## src/rtl/vc_test_pkg.sv

```systemverilog
// Shared constants and helpers for the vc_test responder components.
package vc_test_pkg;

    localparam logic [15:0] LFSR_SEED = 16'hACE1;
    // Galois right-shift tap mask for x^16 + x^14 + x^13 + x^11 + 1
    localparam logic [15:0] LFSR_TAPS = 16'hB400;

    // Bits needed to hold values 0..n-1, never less than one bit.
    function automatic int width_for(input int n);
        int w;
        w = $clog2(n);
        return (w < 1) ? 1 : w;
    endfunction

endpackage

```

## src/rtl/vc_test_lfsr16.sv

```systemverilog
// 16-bit Galois LFSR that steps only when en_i is high.
module vc_test_lfsr16
    import vc_test_pkg::*;
(
    input  logic        clk,
    input  logic        rst_n,
    input  logic        en_i,
    output logic [15:0] state_o
);

    logic [15:0] lfsr_q;
    logic [15:0] lfsr_d;

    always_comb begin
        lfsr_d = lfsr_q;
        if (en_i) begin
            lfsr_d = {1'b0, lfsr_q[15:1]} ^ (lfsr_q[0] ? LFSR_TAPS : 16'h0000);
        end
    end

    always_ff @(posedge clk or negedge rst_n) begin
        if (!rst_n) begin
            lfsr_q <= LFSR_SEED;
        end else begin
            lfsr_q <= lfsr_d;
        end
    end

    assign state_o = lfsr_q;

endmodule

```

## src/rtl/vc_test_rand_delay_tag_responder.sv

```systemverilog
// Tag-indexed echo responder: one slot per tag, pseudo-random release delay,
// round-robin selection among slots whose delay has expired.
module vc_test_rand_delay_tag_responder
    import vc_test_pkg::*;
#(
    parameter int p_msg_nbits  = 10,
    parameter int p_tag_nbits  = 2,
    parameter int p_tag_offset = 8,
    parameter int p_max_delay  = 0
) (
    input  logic                   clk,
    input  logic                   reset,
    input  logic                   in_val,
    output logic                   in_rdy,
    input  logic [p_msg_nbits-1:0] in_msg,
    output logic                   out_val,
    input  logic                   out_rdy,
    output logic [p_msg_nbits-1:0] out_msg,
    output logic [p_tag_nbits:0]   pending
);

    localparam int MW     = p_msg_nbits;
    localparam int TW     = p_tag_nbits;
    localparam int NSLOTS = 1 << TW;
    localparam int DW     = width_for(p_max_delay + 1);

    logic [NSLOTS-1:0] occ_q;
    logic [NSLOTS-1:0] occ_d;
    logic [MW-1:0]     msg_q [NSLOTS];
    logic [MW-1:0]     msg_d [NSLOTS];
    logic [DW-1:0]     dly_q [NSLOTS];
    logic [DW-1:0]     dly_d [NSLOTS];
    logic [TW-1:0]     ptr_q;
    logic [TW-1:0]     ptr_d;

    logic [NSLOTS-1:0] eligible;
    logic [NSLOTS-1:0] load;
    logic [NSLOTS-1:0] clr;
    logic [TW-1:0]     in_tag;
    logic [TW-1:0]     grant_idx;
    logic [TW-1:0]     cand;
    logic              grant_found;
    logic              accept;
    logic              fire;
    logic [15:0]       lfsr_state;
    logic [DW-1:0]     new_dly;

    assign in_tag  = in_msg[p_tag_offset +: TW];
    assign in_rdy  = reset && !occ_q[in_tag];
    assign accept  = in_val && in_rdy;
    assign new_dly = DW'(lfsr_state % 16'(p_max_delay + 1));

    vc_test_lfsr16 u_lfsr (
        .clk     (clk),
        .rst_n   (reset),
        .en_i    (accept),
        .state_o (lfsr_state)
    );

    // Search begins at ptr so the slot after the last winner has priority.
    always_comb begin
        grant_idx   = '0;
        grant_found = 1'b0;
        cand        = '0;
        for (int k = 0; k < NSLOTS; k++) begin
            cand = ptr_q + TW'(k);
            if (!grant_found && eligible[cand]) begin
                grant_found = 1'b1;
                grant_idx   = cand;
            end
        end
    end

    assign out_val = grant_found;
    assign out_msg = grant_found ? msg_q[grant_idx] : '0;
    assign fire    = out_val && out_rdy;
    assign ptr_d   = fire ? (grant_idx + TW'(1)) : ptr_q;

    genvar gi;
    generate
        for (gi = 0; gi < NSLOTS; gi++) begin : g_slot
            assign load[gi]     = accept && (in_tag == TW'(gi));
            assign clr[gi]      = fire && (grant_idx == TW'(gi));
            assign eligible[gi] = occ_q[gi] && (dly_q[gi] == '0);
            assign occ_d[gi]    = load[gi] || (occ_q[gi] && !clr[gi]);
            assign msg_d[gi]    = load[gi] ? in_msg : msg_q[gi];
            assign dly_d[gi]    = load[gi] ? new_dly :
                                  ((occ_q[gi] && (dly_q[gi] != '0)) ? (dly_q[gi] - DW'(1))
                                                                    : dly_q[gi]);
        end
    endgenerate

    always_ff @(posedge clk or negedge reset) begin
        if (!reset) begin
            occ_q <= '0;
            ptr_q <= '0;
            for (int k = 0; k < NSLOTS; k++) begin
                msg_q[k] <= '0;
                dly_q[k] <= '0;
            end
        end else begin
            occ_q <= occ_d;
            ptr_q <= ptr_d;
            for (int k = 0; k < NSLOTS; k++) begin
                msg_q[k] <= msg_d[k];
                dly_q[k] <= dly_d[k];
            end
        end
    end

    always_comb begin
        pending = '0;
        for (int k = 0; k < NSLOTS; k++) begin
            pending = pending + (TW+1)'(occ_q[k]);
        end
    end

endmodule

```

## config.mk

```make
export PLATFORM = sky130hd
export DESIGN_NAME = vc_test_rand_delay_tag_responder
export DESIGN_NICKNAME = d
export VERILOG_FILES = /design/src/rtl/vc_test_pkg.sv /design/src/rtl/vc_test_lfsr16.sv /design/src/rtl/vc_test_rand_delay_tag_responder.sv
export SDC_FILE = /design/constraint.sdc
export NUM_CORES = 1
export LEC_CHECK = 0
export ABC_AREA = 1
export CORE_ASPECT_RATIO = 2
export CORE_MARGIN = 10
export CORE_UTILIZATION = 25
export CTS_CLUSTER_SIZE = 25
export DETAILED_ROUTE_END_ITERATION = 12
export PLACE_DENSITY = 0.46
export SYNTH_ARGS = -nofsm -noshare
export SYNTH_HDL_FRONTEND = slang
export SYNTH_SLANG_ARGS = --single-unit
```

## constraint.sdc

```tcl
create_clock -name clk -period 3.2 [get_ports clk]
set_input_delay 0.48 -clock clk [delete_from_list [all_inputs] [get_ports clk]]
set_output_delay 0.48 -clock clk [all_outputs]
set_load 0.02 [all_outputs]
```

* Word-level counts from Yosys, hierarchy flattened
Cells that the tools add are included.
Word-level totals: flip-flop bits (word level) 50, input bits 14, output and inout bits 15
Cells by class: add/sub/neg operators 11, $lt $le $gt $ge 6, eq/ne operators 6, muxes and demuxes 30, bitwise logic cells 5, reductions and logical operators 44
Operators by type and width (number):
- 10-bit 2-to-1 mux | 3
- 1-bit logical AND | 26
- 10-bit binary-select mux with 2-bit select | 1
- 1-bit 2-to-1 mux | 17
- 2-bit by 3-bit < comparator with 1-bit output, second input constant | 5
- 1-bit binary-select mux with 2-bit select | 5
- 2-bit == test, second input constant | 4
- 1-bit logical NOT | 8
- 2-bit 2-to-1 mux | 4
- 2-bit nonzero test | 4
- 2-bit by 1-bit adder with 2-bit output, second input constant | 2
- 2-bit adder, second input constant | 2
- 2-bit by 1-bit == test with 1-bit output, second input constant | 2
- 2-bit logical NOT | 2
- 1-bit logical OR | 4
- 1-bit inverter | 4
- 1-bit subtractor, second input constant | 4
- 2-bit by 1-bit adder with 3-bit output | 1
- 3-bit by 1-bit adder with 3-bit output | 1
- 3-bit >= comparator, second input constant | 1
- 2-bit inverter with 3-bit output | 1
- 1-bit by 1-bit adder with 2-bit output | 1

* Depth between registers and ports, before layout
Gate-level depths: netlist of the first run.
word-level depth 19, depth in mapped cells 15

* Worst setup path before layout of the first run
OpenSTA, ideal clock, no wires.
path type reg2out, start register ptr_q[0], end output port out_msg[0], data arrival time 1.778 ns, required time 2.720 ns, path slack 0.942 ns, stages on the path, launching flop included 13, path through dfrtp_1 buf_6 xor2_2 nand2_1 nand2_2 inv_2 nand3_2 nand2_2 buf_2 nand3_1 nand2_1 nand2_1 a21oi_1
Between the ends: cells in the longest elaborated chain, start to end 17, elaborated cells on any way between the ends 30, those cells by class 3 x add/sub; 20 x mux; 1 x bitwise; 6 x reduce/logical
Ends and longest elaborated chain:
- start: declaration | line vc_test_rand_delay_tag_responder.sv:33 | logic [TW-1:0] ptr_q;
- start signal: assignment | line vc_test_rand_delay_tag_responder.sv:103 | ptr_q <= ptr_d;
- branches (longest 16 deep; another with 2-bit by 1-bit adder with 2-bit output)
- 10-bit 2-to-1 mux * | line vc_test_rand_delay_tag_responder.sv:75 | assign out_msg = grant_found ? msg_q[grant_idx] : '0;
- end: declaration | line vc_test_rand_delay_tag_responder.sv:18 | output logic [p_msg_nbits-1:0] out_msg,
Every way passes the cells marked *. The select of a mux whose other input is x is not followed.

* Worst setup path after layout of the first run
start register ptr_q[0], end output port out_msg[7]
Same word-level chain as after synthesis.

==> results of run 1 <==
layout make-up:
type                            instances  share of cell area (%)
Clock inverter                          3                    1.38
Sequential cell                        50                    38.4
Inverter                               29                    3.34
Multi-Input combinational cell        274                    37.4
Timing Repair Buffer                   37                    10.4
Clock buffer                            5                    3.84
Tap cell                              137                    5.26
cell usage in the layout (no fill, tap or decap), types with 2 or more instances in the layout:
master	netlist	layout
nand2_1	193	193
dfrtp_1	50	49
nand3_1	39	39
inv_1	21	21
clkdlybuf4s50_1	0	17
a21oi_1	11	11
dlygate4sd2_1	0	9
buf_4	2	8
nor2_1	7	7
clkinv_1	5	5
clkbuf_16	0	5
or2_2	4	4
inv_2	3	3
o21ai_0	3	3
nand2_2	2	2
nor3_1	2	2
nand3_2	2	2
nand4_1	2	2
ha_1	2	2
clkinvlp_4	0	2
timing repair:
action / in CTS / in global routing
pin swaps: 0 / 0
hold buffers: 0 / 0
setup endpoints to repair: 10 / 1
gates resized for setup: 12 / 2
cell families (layout without fill, tap and decap cells):
family / after synthesis / in the layout / synth area share (%)
compound gates: 15 / 15 / 3.20
xor+xnor: 2 / 2 / 0.941
fa+ha+maj: 3 / 3 / 1.69
buf+inv: 43 / 74 / 7.43
flops: 50 / 50 / 47.0
simple gates: 254 / 254 / 39.7
registers in the layout, indices dropped and copies added, names as in the netlist:
name   cells
ptr_q      2
dly_q      4
msg_q     40
occ_q      4
metal layers:
layer	track usage [%]	up-vias	wire [um]
met5	0	-	0
met4	5.20	0	187
met3	1.95	11	308
met1	12.2	1108	3200
li1	-	1197	-
met2	19.5	49	4270
power by group:
group	switching [mW]	internal [mW]	total, mW	leakage [nW]
registers	0.162	0.830	0.992	0.625
clock network	0.247	0.369	0.616	0.0760
logic	1.68	0.882	2.56	1.04
total	2.08	2.08	4.17	1.74
final timing paths:
path / from / to / cells past startpoint
max: ptr_q[0] / out_msg[7] / 14
min: reset / msg_q[9] / 2
max reg2reg: ptr_q[0] / ptr_q[1] / 12
min reg2reg: msg_q[19] / msg_q[19] / 1
max in group asynchronous: reset / ptr_q[0] / 2
min in group clk: msg_q[19] / msg_q[19] / 1
critical path, delay by kind of cell (launching register included):
kind / cells / cell delay, ns
simple gates: 9 / 0.79
flops: 1 / 0.49
buf+inv: 4 / 0.75
compound gates: 1 / 0.19
per-stage QoR:
step,utilization (%),worst slack [ns],area (um^2)
after global routing,31.1,0.00452,3260
after detailed placement,29.6,0.0990,3100
after CTS,31.2,0.165,3270
after floorplan,-,0.942,2660
final,31.1,0.195,3260
after global placement,29.6,0.147,3100
==> reports/metrics.yaml, run 1 <==
status:
  status: "completed"
route:
  postRouteWirelength_um: 7970
  antenna_left: 0
  first_pass_iters: 4
  vias_per_cell: 4.42
  drt_iter0_markers: 218
  via_count: 2365
  drc: 0
  wire_per_inst_um: 14.9
setup_path:
  worstPathMaxFanout: 12
  cpPeakStageDelay_ns: 0.49
  crit_type: "reg -> out"
  startpoint_type: "flip-flop"
  path_common_cell: "nand2_1"
  worst_path_max_delay_cell: "dfrtp_2"
  arrival_ns: 2.53
  r2r_slack_ns: 1.18
  worst_setup_path_end_kind: "primary output"
  cp.required_ns: 2.72
  crit_path_cell_trace: "inv_2 > nand3_1 > nand2_1 > nand2_1 > nand2_2 > inv_2 > nand3_2 > nand2_2 > buf_4 > nand3_1 > nand2_1 > nand2_1 > a21oi_1 > dlygate4sd2_1"
power_and_ir_drop:
  finalPower_mw: 4.17
  vdd_ir_drop_max_mv: 0.649
  cellLeakagePower_nw: 1.74
  powerDensity_nw_per_um2: 1280
placed_design:
  portBuffers: 28
  gp_congestion: 0.799
  dp_cells: 527
  place_hpwl_um: 5870
timing:
  tightest_slew_ns: 0.663
  setup-violations-final: 0
  finalClockSkew_ns: 0.00560
  max-slew-margin-rel_pct: 55.8
  max_freq_mhz: 333
  hold_viol_final: 0
  min_period_ns: 3.01
  drv_slew: 0
  fin_crit_sh_pct: 93.9
  rsz0062_at_grt: "no"
  finalSetupTns_ns: 0
  holdWs_ns: 0.387
synth:
  synth_most_common_cell: "nand2_1"
  synth_common_cells: "nand2_1, dfrtp_1, nand3_1, inv_1, a21oi_1"
  synth.area.top_cells: "dfrtp_1, nand2_1, nand3_1"
  synth.top_cell.area_share_pct: 47.0
  synth_nets: 384
  syn_area_per_cell_um2: 7.25
  synth-edff-count: 0
  yosysTopAreaCell: "dfrtp_1"
  synthFlopType: "dfrtp_1"
  syn_inst: 367
  synthArstFlopShare_pct: 100
  synth_seq_cells: 50
  synth_cell_type_count: 26
  synth_area_um2: 2660
  ys_warn_count: 0
  synth-seq-area-share_pct: 47.0
layout:
  fill_cells: 1211
  multi_input_area_um2: 1220
  area_delta_synth_final_pct: 22.6
  nets: 414
  final_cells: 535
  final_layout_size_suffix_gt1_share_pct: 8.79
  ff_latch_area_um2: 1250
  antenna_cells: 0
floorplanning:
  fp-row-count: 53
  pin_count: 29
  die_area_um2: 15400
  die_h_um: 166
  start_util_pct: 25.4
  core-area_um2: 10500
  die-width_um: 92.9
cts:
  clock-sinks: 50
  clk_pin_slew_ns: 0.07
  clockBufferDepth: 2
  clk_latency_ns: 0.30
  tritoncts: "yes"
  post_cts_buffers: 0
  cts-root-buf: "clkbuf_16"
  htree_num_levels: 2
  numCtsBuffers: 5
run:
  cap_violations: 0
global_routing:
  grt_overflow: 0
  grt_pass1_wl_um: 13400
  antenna_found_initial: 0
  grt_pass1_vias: 2529
  track_usage_pct: 11.0
  grt_start_max_net_pins: 51
hold_path:
  hold_path.class: "in -> async"
(Power assumes the default switching activity.)
==> run 2: changes to the inputs <==
--- a/config.mk
+++ b/config.mk
@@ -8,10 +8,10 @@
 export ABC_AREA = 1
 export CORE_ASPECT_RATIO = 2
 export CORE_MARGIN = 10
-export CORE_UTILIZATION = 25
+export CORE_UTILIZATION = 55
 export CTS_CLUSTER_SIZE = 25
 export DETAILED_ROUTE_END_ITERATION = 12
-export PLACE_DENSITY = 0.46
+export PLACE_DENSITY = 0.82
 export SYNTH_ARGS = -nofsm -noshare
 export SYNTH_HDL_FRONTEND = slang
 export SYNTH_SLANG_ARGS = --single-unit
==> reports/metrics.yaml, run 2 (synthesis gave the netlist of run 1 again) <==
status:
  status: "completed"
floorplanning:
  die_h_um: 118
  core-area_um2: 4640
  pin_count: 29
  die_area_um2: 8190
  fp-row-count: 35
  die-width_um: 69.2
  start_util_pct: 57.3
power_and_ir_drop:
  combPwrFrac_pct: 63.7
  powerDensity_nw_per_um2: 1270
  cellLeakagePower_nw: 1.82
  vdd_ir_drop_max_mv: 1.47
  switching_share_pct: 49.5
  p_int_mw: 2.00
  finalPower_mw: 3.96
  clockPowerShare_pct: 10.9
  p_sw_mw: 1.96
  p_seq_share_pct: 25.4
global_routing:
  antenna_found_initial: 0
  grt_pass1_vias: 2466
  track_usage_pct: 16.6
  grt_start_max_net_pins: 51
  grt_overflow: 0
  grt_pass1_wl_um: 11500
route:
  drc: 0
  first_pass_iters: 5
  antenna_left: 0
  wire_per_inst_um: 15.1
  drt_iter0_markers: 132
  vias_per_cell: 5.39
  via_count: 2429
  postRouteWirelength_um: 6790
placed_design:
  gp_congestion: 0.948
  portBuffers: 28
  place_hpwl_um: 4980
  place_area_um2: 2970
timing:
  tightest_slew_ns: 0.639
  max-slew-margin-rel_pct: 57.4
  min_period_ns: 2.95
  drv_slew: 0
  rsz0062_at_grt: "no"
  finalSetupTns_ns: 0
  setup-violations-final: 0
  max_freq_mhz: 339
  holdWs_ns: 0.351
  finalClockSkew_ns: 0.00741
  fin_crit_sh_pct: 92.2
  hold_viol_final: 0
layout:
  area_delta_synth_final_pct: 16.9
  mostFrequentLayoutCells: "nand2_1, dfrtp_1, nand3_1"
  final_layout_size_suffix_gt1_share_pct: 7.58
  mostFrequentLayoutCell: "nand2_1"
  antenna_cells: 0
  fill_cells: 417
  postLayoutCoreUtil_pct: 67.0
  largest_reg_flops: 40
  regMostFlops: "msg_q"
  nets: 412
  postLayoutCellArea_um2: 3110
  reg_top3: "msg_q x40, dly_q x4, occ_q x4"
hold_path:
  hold_path.class: "in -> async"
setup_path:
  crit_buf_inv: 3
  worst-path-stages: 6
  worst_path_max_delay_cell: "clkdlybuf4s50_1"
  cpPeakStageDelay_ns: 0.60
  startpoint_type: "flip-flop"
  arrival_ns: 2.47
  setup.worst_path.start: "occ_q[0]"
  ff2ff_path_depth: 8
  r2r_start: "occ_q[3]"
  r2r_end: "occ_q[0]"
  r2r_slack_ns: 1.23
  cp.required_ns: 2.72
  crit_path_cell_trace: "inv_1 > fa_1 > inv_1 > ha_1 > ha_1 > clkdlybuf4s50_1"
  crit_type: "reg -> out"
  worstPathMaxFanout: 6
  crit_end: "pending[1]"
  worst_setup_path_end_kind: "primary output"
  crit_family: "adder cells"
cts:
  cts-root-buf: "clkbuf_8"
  clk_pin_slew_ns: 0.09
  tritoncts: "yes"
  htree_num_levels: 2
  cts_hold_buf: 0
  clk_latency_ns: 0.30
  clock-sinks: 50
  cts_resized: 1
  post_cts_buffers: 0
  clockBufferDepth: 2
  numCtsBuffers: 5
run:
  cap_violations: 0
[run 2: cell count changes in the layout (fill, tap and decap cells not counted)]
cell | before | now
dlymetal6s2s_1 | 0 | 10
dlygate4sd2_1 | 9 | 0
clkbuf_16 | 5 | 0
clkbuf_8 | 0 | 5
clkbuf_1 | 0 | 2
clkinvlp_4 | 2 | 0
buf_12 | 1 | 0
buf_4 | 8 | 7
clkbuf_2 | 1 | 0
[run 2: area by class of cell]
type                            instances  area (um^2)  share of cell area (%)
Inverter                               29          109                    3.50
Clock buffer                            7         76.3                    2.45
Multi-Input combinational cell        274         1220                    39.2
Timing Repair Buffer                   35          353                    11.3
Clock inverter                          1         30.0                   0.966
Tap cell                               55         68.8                    2.21
Sequential cell                        50         1250                    40.3
[run 2: power groups by stage]
stage	logic (mW)	clock network [mW]	registers, mW
floorplan	1.87	0	0.928
CTS	2.54	0.440	1.01
global route	2.82	0.459	1.03
detailed placement	2.51	0	1.02
global placement	2.50	0	1.01
finish	2.52	0.430	1.01
[run 2: how the worst min path moves through the flow]
stage / start / end / slack [ns] / depth (start not counted)
6_report: reset / msg_q[29] / 0.35 / 2
5_1_grt: reset / msg_q[8] / 0.40 / 2
4_1_cts: reset / msg_q[33] / 0.38 / 2
3_5_place_dp: msg_q[18] / msg_q[18] / 0.45 / 2
3_3_place_gp: msg_q[18] / msg_q[18] / 0.45 / 2
2_1_floorplan: reset / dly_q[0] / 0.18 / 0
[run 2: per-stage QoR]
step / instances / setup slack [ns]
2_1_floorplan: 367 / 0.942
3_3_place_gp: 443 / 0.249
3_5_place_dp: 443 / 0.212
4_1_cts: 451 / -0.0460
5_1_grt: 451 / 0.0668
6_report: 451 / 0.248
[run 2: metal layers]
metal  vias to the layer above  routed length [um]  global-route usage, %
li1                       1187                   -                      -
met1                      1148                2630                   18.1
met2                        79                3630                   30.2
met3                        15                 326                   2.43
met4                         0                 205                   7.34
met5                         -                   0                      0
[run 2: worst register-to-register path, stage by stage (launching register included)]
cell and delay, ns:
dfrtp_1 0.44, inv_1 0.12, o21ai_0 0.23, a221oi_2 0.13, nand3_1 0.10, buf_4 0.19
clkinv_1 0.33, o21ai_0 0.26, inv_1 0.06
